[src/rtl/alu_pkg.sv]
// Shared definitions for the ALU command/response engine.
// Holds the opcode encodings, operand/result widths, the command and response
// payload structs, and the ALU evaluation function.
package alu_pkg;

  localparam int unsigned OPD_W = 4;
  localparam int unsigned RES_W = 5;
  localparam int unsigned OP_W  = 3;

  localparam logic [OP_W-1:0] OP_ADD = 3'b000;
  localparam logic [OP_W-1:0] OP_SUB = 3'b001;
  localparam logic [OP_W-1:0] OP_AND = 3'b010;
  localparam logic [OP_W-1:0] OP_OR  = 3'b011;
  localparam logic [OP_W-1:0] OP_XOR = 3'b100;
  localparam logic [OP_W-1:0] OP_NOT = 3'b101;
  localparam logic [OP_W-1:0] OP_SHL = 3'b110;
  localparam logic [OP_W-1:0] OP_SHR = 3'b111;

  // Command held in the S1 stage.
  typedef struct packed {
    logic [OP_W-1:0]  op;
    logic [OPD_W-1:0] a;
    logic [OPD_W-1:0] b;
  } cmd_t;

  // Result entry stored in the response FIFO (opcode tag + result).
  typedef struct packed {
    logic [OP_W-1:0]  op;
    logic [RES_W-1:0] res;
  } rsp_t;

  // 5-bit result; bit 4 is carry for ADD and borrow for SUB.
  function automatic logic [RES_W-1:0] alu_eval(input logic [OP_W-1:0]  op,
                                                input logic [OPD_W-1:0] a,
                                                input logic [OPD_W-1:0] b);
    logic [RES_W-1:0] r;
    r = '0;
    case (op)
      OP_ADD:  r = {1'b0, a} + {1'b0, b};
      OP_SUB:  r = {1'b0, a} - {1'b0, b};
      OP_AND:  r = {1'b0, a & b};
      OP_OR:   r = {1'b0, a | b};
      OP_XOR:  r = {1'b0, a ^ b};
      OP_NOT:  r = {1'b0, ~a};
      OP_SHL:  r = {a, 1'b0};
      OP_SHR:  r = {2'b00, a[3:1]};
      default: r = '0;
    endcase
    return r;
  endfunction

endpackage

[src/rtl/alu_rsp_fifo.sv]
// Synchronous result FIFO with registered head outputs.
// Ports: clk, rst (async active-high), push/din write side, pop read side,
// dout/valid registered head view (dout is zero when empty), count occupancy.
module alu_rsp_fifo
  import alu_pkg::*;
#(
  parameter int unsigned DEPTH = 4
) (
  input  logic                         clk,
  input  logic                         rst,
  input  logic                         push,
  input  rsp_t                         din,
  input  logic                         pop,
  output rsp_t                         dout,
  output logic                         valid,
  output logic [$clog2(DEPTH+1)-1:0]   count
);

  localparam int unsigned PTR_W  = (DEPTH > 1) ? $clog2(DEPTH) : 1;
  localparam int unsigned FCNT_W = $clog2(DEPTH+1);

  rsp_t              mem [DEPTH];
  logic [PTR_W-1:0]  wr_ptr;
  logic [PTR_W-1:0]  rd_ptr;
  logic [PTR_W-1:0]  wr_ptr_n;
  logic [PTR_W-1:0]  rd_ptr_n;
  logic [FCNT_W-1:0] count_n;
  logic              do_push;
  logic              do_pop;
  rsp_t              head_n;

  // Push into a full FIFO is allowed only when a pop frees a slot on the same edge.
  assign do_pop  = pop && (count != '0);
  assign do_push = push && ((count != FCNT_W'(DEPTH)) || do_pop);

  // Next pointers/count, and next head value so dout/valid can be registered.
  always_comb begin
    wr_ptr_n = wr_ptr;
    rd_ptr_n = rd_ptr;
    count_n  = count;
    if (do_push) wr_ptr_n = wr_ptr + PTR_W'(1);
    if (do_pop)  rd_ptr_n = rd_ptr + PTR_W'(1);
    if (do_push && !do_pop) count_n = count + FCNT_W'(1);
    if (do_pop && !do_push) count_n = count - FCNT_W'(1);
    head_n = mem[rd_ptr_n];
    if (do_push && (wr_ptr == rd_ptr_n)) head_n = din;
    if (count_n == '0) head_n = '0;
  end

  // Storage array; stale contents are masked by count, so no reset is needed.
  always_ff @(posedge clk) begin
    if (do_push) mem[wr_ptr] <= din;
  end

  // Pointers, occupancy and registered head view.
  always_ff @(posedge clk or posedge rst) begin
    if (rst) begin
      wr_ptr <= '0;
      rd_ptr <= '0;
      count  <= '0;
      dout   <= '0;
      valid  <= 1'b0;
    end else begin
      wr_ptr <= wr_ptr_n;
      rd_ptr <= rd_ptr_n;
      count  <= count_n;
      dout   <= head_n;
      valid  <= (count_n != '0);
    end
  end

endmodule

[src/rtl/alu_op_responder.sv]
// Command/response engine for the 4-bit ALU operation set.
// Ports: clk, rst (async active-high); command channel cmd_valid/cmd_ready with
// cmd_op/cmd_a/cmd_b; response channel rsp_valid/rsp_ready with rsp_out/rsp_op;
// ops_done counts consumed results and wraps.
module alu_op_responder
  import alu_pkg::*;
#(
  parameter int unsigned DEPTH = 4,
  parameter int unsigned CNT_W = 8
) (
  input  logic             clk,
  input  logic             rst,
  input  logic             cmd_valid,
  output logic             cmd_ready,
  input  logic [2:0]       cmd_op,
  input  logic [3:0]       cmd_a,
  input  logic [3:0]       cmd_b,
  output logic             rsp_valid,
  input  logic             rsp_ready,
  output logic [4:0]       rsp_out,
  output logic [2:0]       rsp_op,
  output logic [CNT_W-1:0] ops_done
);

  localparam int unsigned FCNT_W = $clog2(DEPTH+1);
  localparam int unsigned OCC_W  = FCNT_W + 1;

  cmd_t              s1_q;
  logic              s1_valid;
  rsp_t              s1_rsp;
  rsp_t              fifo_dout;
  logic [FCNT_W-1:0] fifo_count;
  logic              accept;
  logic              rsp_pop;
  logic [OCC_W-1:0]  occ_n;

  assign accept  = cmd_valid && cmd_ready;
  assign rsp_pop = rsp_valid && rsp_ready;

  // S1 drains into the FIFO every edge; it stays full only if refilled on that edge.
  always_ff @(posedge clk or posedge rst) begin
    if (rst) begin
      s1_q     <= '0;
      s1_valid <= 1'b0;
    end else begin
      s1_valid <= accept;
      if (accept) s1_q <= '{op: cmd_op, a: cmd_a, b: cmd_b};
    end
  end

  assign s1_rsp = '{op: s1_q.op, res: alu_eval(s1_q.op, s1_q.a, s1_q.b)};

  alu_rsp_fifo #(
    .DEPTH (DEPTH)
  ) u_fifo (
    .clk   (clk),
    .rst   (rst),
    .push  (s1_valid),
    .din   (s1_rsp),
    .pop   (rsp_pop),
    .dout  (fifo_dout),
    .valid (rsp_valid),
    .count (fifo_count)
  );

  assign rsp_out = fifo_dout.res;
  assign rsp_op  = fifo_dout.op;

  // Credit: next-cycle occupancy of S1 plus FIFO, registered into cmd_ready.
  assign occ_n = OCC_W'(fifo_count) + OCC_W'(s1_valid) + OCC_W'(accept) - OCC_W'(rsp_pop);

  always_ff @(posedge clk or posedge rst) begin
    if (rst) begin
      cmd_ready <= 1'b0;
    end else begin
      cmd_ready <= (occ_n < OCC_W'(DEPTH));
    end
  end

  // Consumed-result counter, wraps naturally.
  always_ff @(posedge clk or posedge rst) begin
    if (rst) begin
      ops_done <= '0;
    end else if (rsp_pop) begin
      ops_done <= ops_done + CNT_W'(1);
    end
  end

endmodule

[config.mk]
export PLATFORM = sky130hd
export DESIGN_NAME = alu_op_responder
export DESIGN_NICKNAME = d
export VERILOG_FILES = /design/src/rtl/alu_pkg.sv /design/src/rtl/alu_rsp_fifo.sv /design/src/rtl/alu_op_responder.sv
export SDC_FILE = /design/constraint.sdc
export NUM_CORES = 1
export LEC_CHECK = 0
export CAP_MARGIN = 20
export CELL_PAD_IN_SITES_DETAIL_PLACEMENT = 0
export CELL_PAD_IN_SITES_GLOBAL_PLACEMENT = 1
export CORE_AREA = 2 2 87 122
export DETAILED_ROUTE_END_ITERATION = 8
export DIE_AREA = 0 0 89 124
export GPL_ROUTABILITY_DRIVEN = 0
export PLACE_DENSITY_LB_ADDON = 0.12
export SLEW_MARGIN = 20
export SYNTH_ARGS = -nofsm -noshare
export SYNTH_HDL_FRONTEND = slang
export SYNTH_HIERARCHICAL = 1
export SYNTH_SLANG_ARGS = --single-unit
[constraint.sdc]
create_clock -name clk -period 2.6 [get_ports clk]
set_input_delay 0.52 -clock clk [delete_from_list [all_inputs] [get_ports clk]]
set_output_delay 0.52 -clock clk [all_outputs]
set_load 0.01 [all_outputs]
# After elaboration in Yosys (flattened, before gate mapping)
# Memories as Yosys holds them, arrays and structs flattened.
# Index checks and enable logic that the tools add are counted.
[totals]
register_bits = 37
ramBits = 32
in_bits = 15
output_inout_bits = 18
word_cells = 59
memories = 1
[memory_table]
columns = ["name", "depth", "width", "read_ports", "rd_ports_with_merged_regs", "wr", "line", "source"]
rows = [
  ["u_fifo.mem", 4, 8, 1, 0, 1, "alu_rsp_fifo.sv:22", "rsp_t mem [DEPTH];"],
]
[classes]
add_sub_neg = 10
n_lt_le_gt_ge = 1
n_eq_ne = 9
mux = 8
n_bitwise = 4
n_reduce_logical = 14
[op_table]
columns = ["cell", "count"]
rows = [
  ["case mux 5 bit (8 select lines)", 1],
  ["two-way mux 8 bit", 2],
  ["equality test 3 bit, second input constant", 4],
  ["adder 8 x 1 -> 8 bit, second input constant", 1],
  ["logical AND 1 bit", 7],
  ["equality test 3 x 2 -> 1 bit, second input constant", 2],
  ["zero test 3 bit", 2],
  ["two-way mux 3 bit", 2],
  ["nonzero test 3 bit", 2],
  ["adder 4 x 4 -> 5 bit", 1],
  ["subtractor 4 x 4 -> 5 bit", 1],
  ["adder 2 x 1 -> 2 bit, second input constant", 2],
  ["adder 3 x 1 -> 4 bit", 1],
  ["adder 4 x 1 -> 4 bit", 1],
  ["bitwise AND 4 bit", 1],
  ["< comparator 4 x 3 -> 1 bit, second input constant", 1],
  ["inverter 4 bit", 1],
  ["bitwise OR 4 bit", 1],
  ["subtractor 4 x 1 -> 4 bit", 1],
  ["XOR 4 bit", 1],
  ["adder 3 x 1 -> 3 bit, second input constant", 1],
  ["equality test 3 x 1 -> 1 bit, second input constant", 1],
  ["!= test 3 bit, second input constant", 1],
  ["subtractor 3 x 1 -> 3 bit, second input constant", 1],
  ["other kinds (5)", 7],
]

# Logic depth before layout (Yosys ltp)
[logic_depth]
depth_word = 9
depth_mapped = 11
depth_no_buf = 11

# Cells and area by module
# The synthesis kept the hierarchy.
[modules_own_cells]
columns = ["module", "n_inst", "cells_each", "area_each_um2", "seq_area_each_um2"]
rows = [
  ["alu_rsp_fifo", 1, 213, 2598.7, 1361.3],
  ["alu_op_responder", 1, 157, 1485.2, 525.5],
]

# Least setup slack after synthesis
# OpenSTA, ideal clock, no wires.
[synth_path]
kind = "flip-flop to flip-flop"
start = "register s1_q[8] (netlist bit)"
end = "register u_fifo/dout[4] (netlist bit)"
setup_ps = 87
arrival_time_ps = 2467
required_ps = 2513
path_slack_ps = 46
stages_incl_launch_ff = 12
path_buffers = 2
period_less_slack_ps = 2554
path_cell_list = "dfrtp_1 > buf_2 > buf_2 > nand2_1 > mux2i_1 > fa_1 > a21o_1 > a21oi_1 > or4b_4 > o211ai_2 > o21ba_2 > a211oi_2"
[synth_rtl]
columns = ["element", "line", "source"]
rows = [
  ["start, declared", "alu_op_responder.sv:28", "cmd_t s1_q;"],
  ["start signal, assigned", "alu_op_responder.sv:47", "if (accept) s1_q <= '{op: cmd_op, a: cmd_a, b: cmd_b};"],
  ["end signal, assigned", "alu_rsp_fifo.sv:67", "dout <= head_n;"],
  ["end, declared", "alu_rsp_fifo.sv:14", "output rsp_t dout,"],
]

==> results.yml <==
yosys:
  synth.distinct_cells: 56
  synth_area_leaders: "edfxtp_1, dfrtp_1, ha_1, a211oi_2, mux2i_1"
  seq_area_frac_synth_pct: 46.2
  synthCells: 370
  ys.flop_type: "dfrtp_1"
  synth_warnings: 6
  synth-seq-cells: 69
  synthArstFlopShare_pct: 53.6
  avgSynthCellArea_um2: 11.0
  synth_largest_area_cell: "edfxtp_1"
  synth_top_area_share_pct: 23.5
  netlist_area_mm2: 0.00408
  syn-num-nets: 411
  synth_edf_count: 32
sta:
  fin_crit_ns: 2.49
  drv_slew: 0
  worst_pin_slew_ns: 0.841
  hold_viol: 0
  setup_violations: 0
  max_freq_mhz: 402
  finalCritPeriodShare_pct: 95.6
  relSlewSlack_pct: 43.9
  fin_skew_ns: 0.0108
floorplan:
  die_area_mm2: 0.0110
  die_width_um: 89
  initial_core_util_pct: 41.3
  io_pins: 33
  die_y_um: 124
  core_mm2: 0.00990
  rows: 43
clocking:
  ctsHtreeMaxLevel: 3
  cts_buffer_depth: 2
  root_buffer: "clkbuf_16"
  tritoncts: "built"
  numCtsBuffers: 9
  clk-insertion-delay-late_ns: 0.33
  clk_pin_slew_ns: 0.06
  cts_sinks: 69
layout:
  final_cell_mix: "dfrtp_1, clkdlybuf4s50_1, edfxtp_1"
  stdcell_area_mm2: 0.00503
  fill_cells: 937
  diodes: 0
  final_common_cell: "dfrtp_1"
  post-route-util_pct: 50.9
  drive_above_1_share_pct: 19.8
  syn_to_final_growth_pct: 23.3
  final_nets: 460
setup_path:
  slowest_delay_ns: 0.54
  cp.required_ns: 2.85
  start_kind: "register"
  critPathSlowestCell: "or4b_4"
  path_cells: "inv_2 > ha_2 > a21oi_2 > xnor2_1 > ha_1 > a21o_1 > a21oi_1 > or4b_4 > o211ai_4 > o21ba_2 > a211oi_2"
  r2r.worst_path.cells: 11
  cp_max_fo: 4
  timing_worst_setup_path_type: "register to register"
  end_kind: "register"
  cp.arrival_ns: 2.73
min_path:
  hold_depth: 1
  hold_class: "register to register"
status:
  status: "finished clean"
placed_design:
  hpwl_mm: 6.26
  placed_area_mm2: 0.00469
  port_buffers: 32
drt:
  drtPass1Iterations: 5
  viasPerCell: 5.27
  ant_nets: 0
  wire_per_inst_um: 15.9
  wirelength_mm: 8.88
  drc: 0
  via_count: 2947
  first_iter_violations: 154
grt:
  antenna_found_initial: 0
  grt_pass1_wl_mm: 14.7
  grt_overflow: 0
  gr-usage-all-layers_pct: 17.8
  grt_pass1_vias: 2883
  grt_max_degree: 34
power:
  vdd_drop_max_uv: 645
  pwr_density_cell_mw_per_mm2: 1360
  p_leak_uw: 0.00206
flow_run:
  drv_cap: 0
==> synthesized netlist by cell type (2+ instances only) <==
cell type  instances
a31oi_1            2
nand2b_1           7
a21oi_1           10
ha_1              25
buf_2             13
and3_1            13
dfrtp_1           37
a211oi_2           8
o21ai_1           11
nor3b_1            8
o21ba_2            8
o21ai_0           12
mux2_1             2
nand2_1           22
o221ai_1           2
o2bb2ai_1          2
a211oi_1           9
a211o_1           10
edfxtp_1          32
o211ai_1           9
nand4_1            4
mux4_2             2
mux2_2             3
xnor2_1           10
nand3b_1           2
xor2_1             6
nor2b_1            5
inv_2              5
clkbuf_1           6
mux2i_1           10
a21o_1             3
nor2_1             5
inv_1             23
nor3_1             9
nand3_1           13
buf_6              2
==> stage by stage <==
stage	worst slack [ns]	cells	total power (µW)	setup TNS, ns	hold WS (ns)
floorplan	0.0465	370	4440	0	0.434
global placement	0.0755	538	5540	0	0.460
detailed placement	-0.0193	538	5570	-0.0193	0.461
CTS	0.0476	555	6730	0	0.472
global route	-0.0158	559	7400	-0.0158	0.496
finish	0.114	559	6870	0	0.469
==> cell families after synthesis <==
family / share of synthesized area [%]
AND/OR/NAND/NOR: 14.1
adder cells (fa/ha/maj): 8.15
multiplexers: 5.30
AO/OA/AOI/OAI: 17.5
XOR/XNOR: 3.43
buffers and inverters: 5.36
flip-flops: 46.2
==> critical path, delay by kind of cell (launching register included) <==
| kind | cells | cell delay (ns) |
|---|---|---|
| compound gates | 6 | 0.74 |
| xor+xnor | 1 | 0.13 |
| buf+inv | 1 | 0.08 |
| flops | 1 | 0.38 |
| simple gates | 1 | 0.54 |
| fa+ha+maj | 2 | 0.53 |
==> state kept, by name, indices dropped and copies added (netlist names) <==
register	count
u_fifo/valid	1
u_fifo/mem	32
ops_done	8
cmd_ready	1
u_fifo/wr_ptr	2
u_fifo/rd_ptr	2
u_fifo/dout	8
s1_valid	1
u_fifo/count	3
s1_q	11
==> final cells by class <==
type / instances / area, µm² / share of cell area, %
Clock inverter: 3 / 15.0 / 0.298
Inverter: 28 / 105 / 2.09
Sequential cell: 69 / 1890 / 37.5
Multi-Input combinational cell: 251 / 2020 / 40.0
Clock buffer: 13 / 250 / 4.97
Timing Repair Buffer: 60 / 593 / 11.8
Tap cell: 135 / 169 / 3.35
==> worst paths after layout <==
path / startpoint / endpoint / slack, ns
max: s1_q[0] / u_fifo/dout[4] / 0.11
min: ops_done[7] / ops_done[7] / 0.47
max reg2reg: s1_q[0] / u_fifo/dout[4] / 0.11
min reg2reg: ops_done[7] / ops_done[7] / 0.47
max in group asynchronous: rst / u_fifo/dout[6] / 1.51
min in group asynchronous: rst / s1_q[10] / 0.56
==> power by group <==
part	internal, µW	switching [µW]
logic	1850	1920
registers	1660	330
clock network	667	433
total	4180	2690
==> metal layers <==
metal  vias to the layer above  track usage, %  wire length, µm
met4                         0            9.14              142
met3                         9            3.64              322
met2                        60            28.1             4440
li1                       1455               -                -
met5                         -               0                0
met1                      1423            22.9             3980
==> repair_timing <==
item | in CTS | in global routing
setup endpoints to repair | 1 | 1
endpoints found under the hold margin | 0 | 0
gates resized for setup | 1 | 9
buffers inserted | 1 | 4
pin swaps | 0 | 1
hold buffers | 0 | 0
No activity file was read; power rests on OpenSTA's default activity.
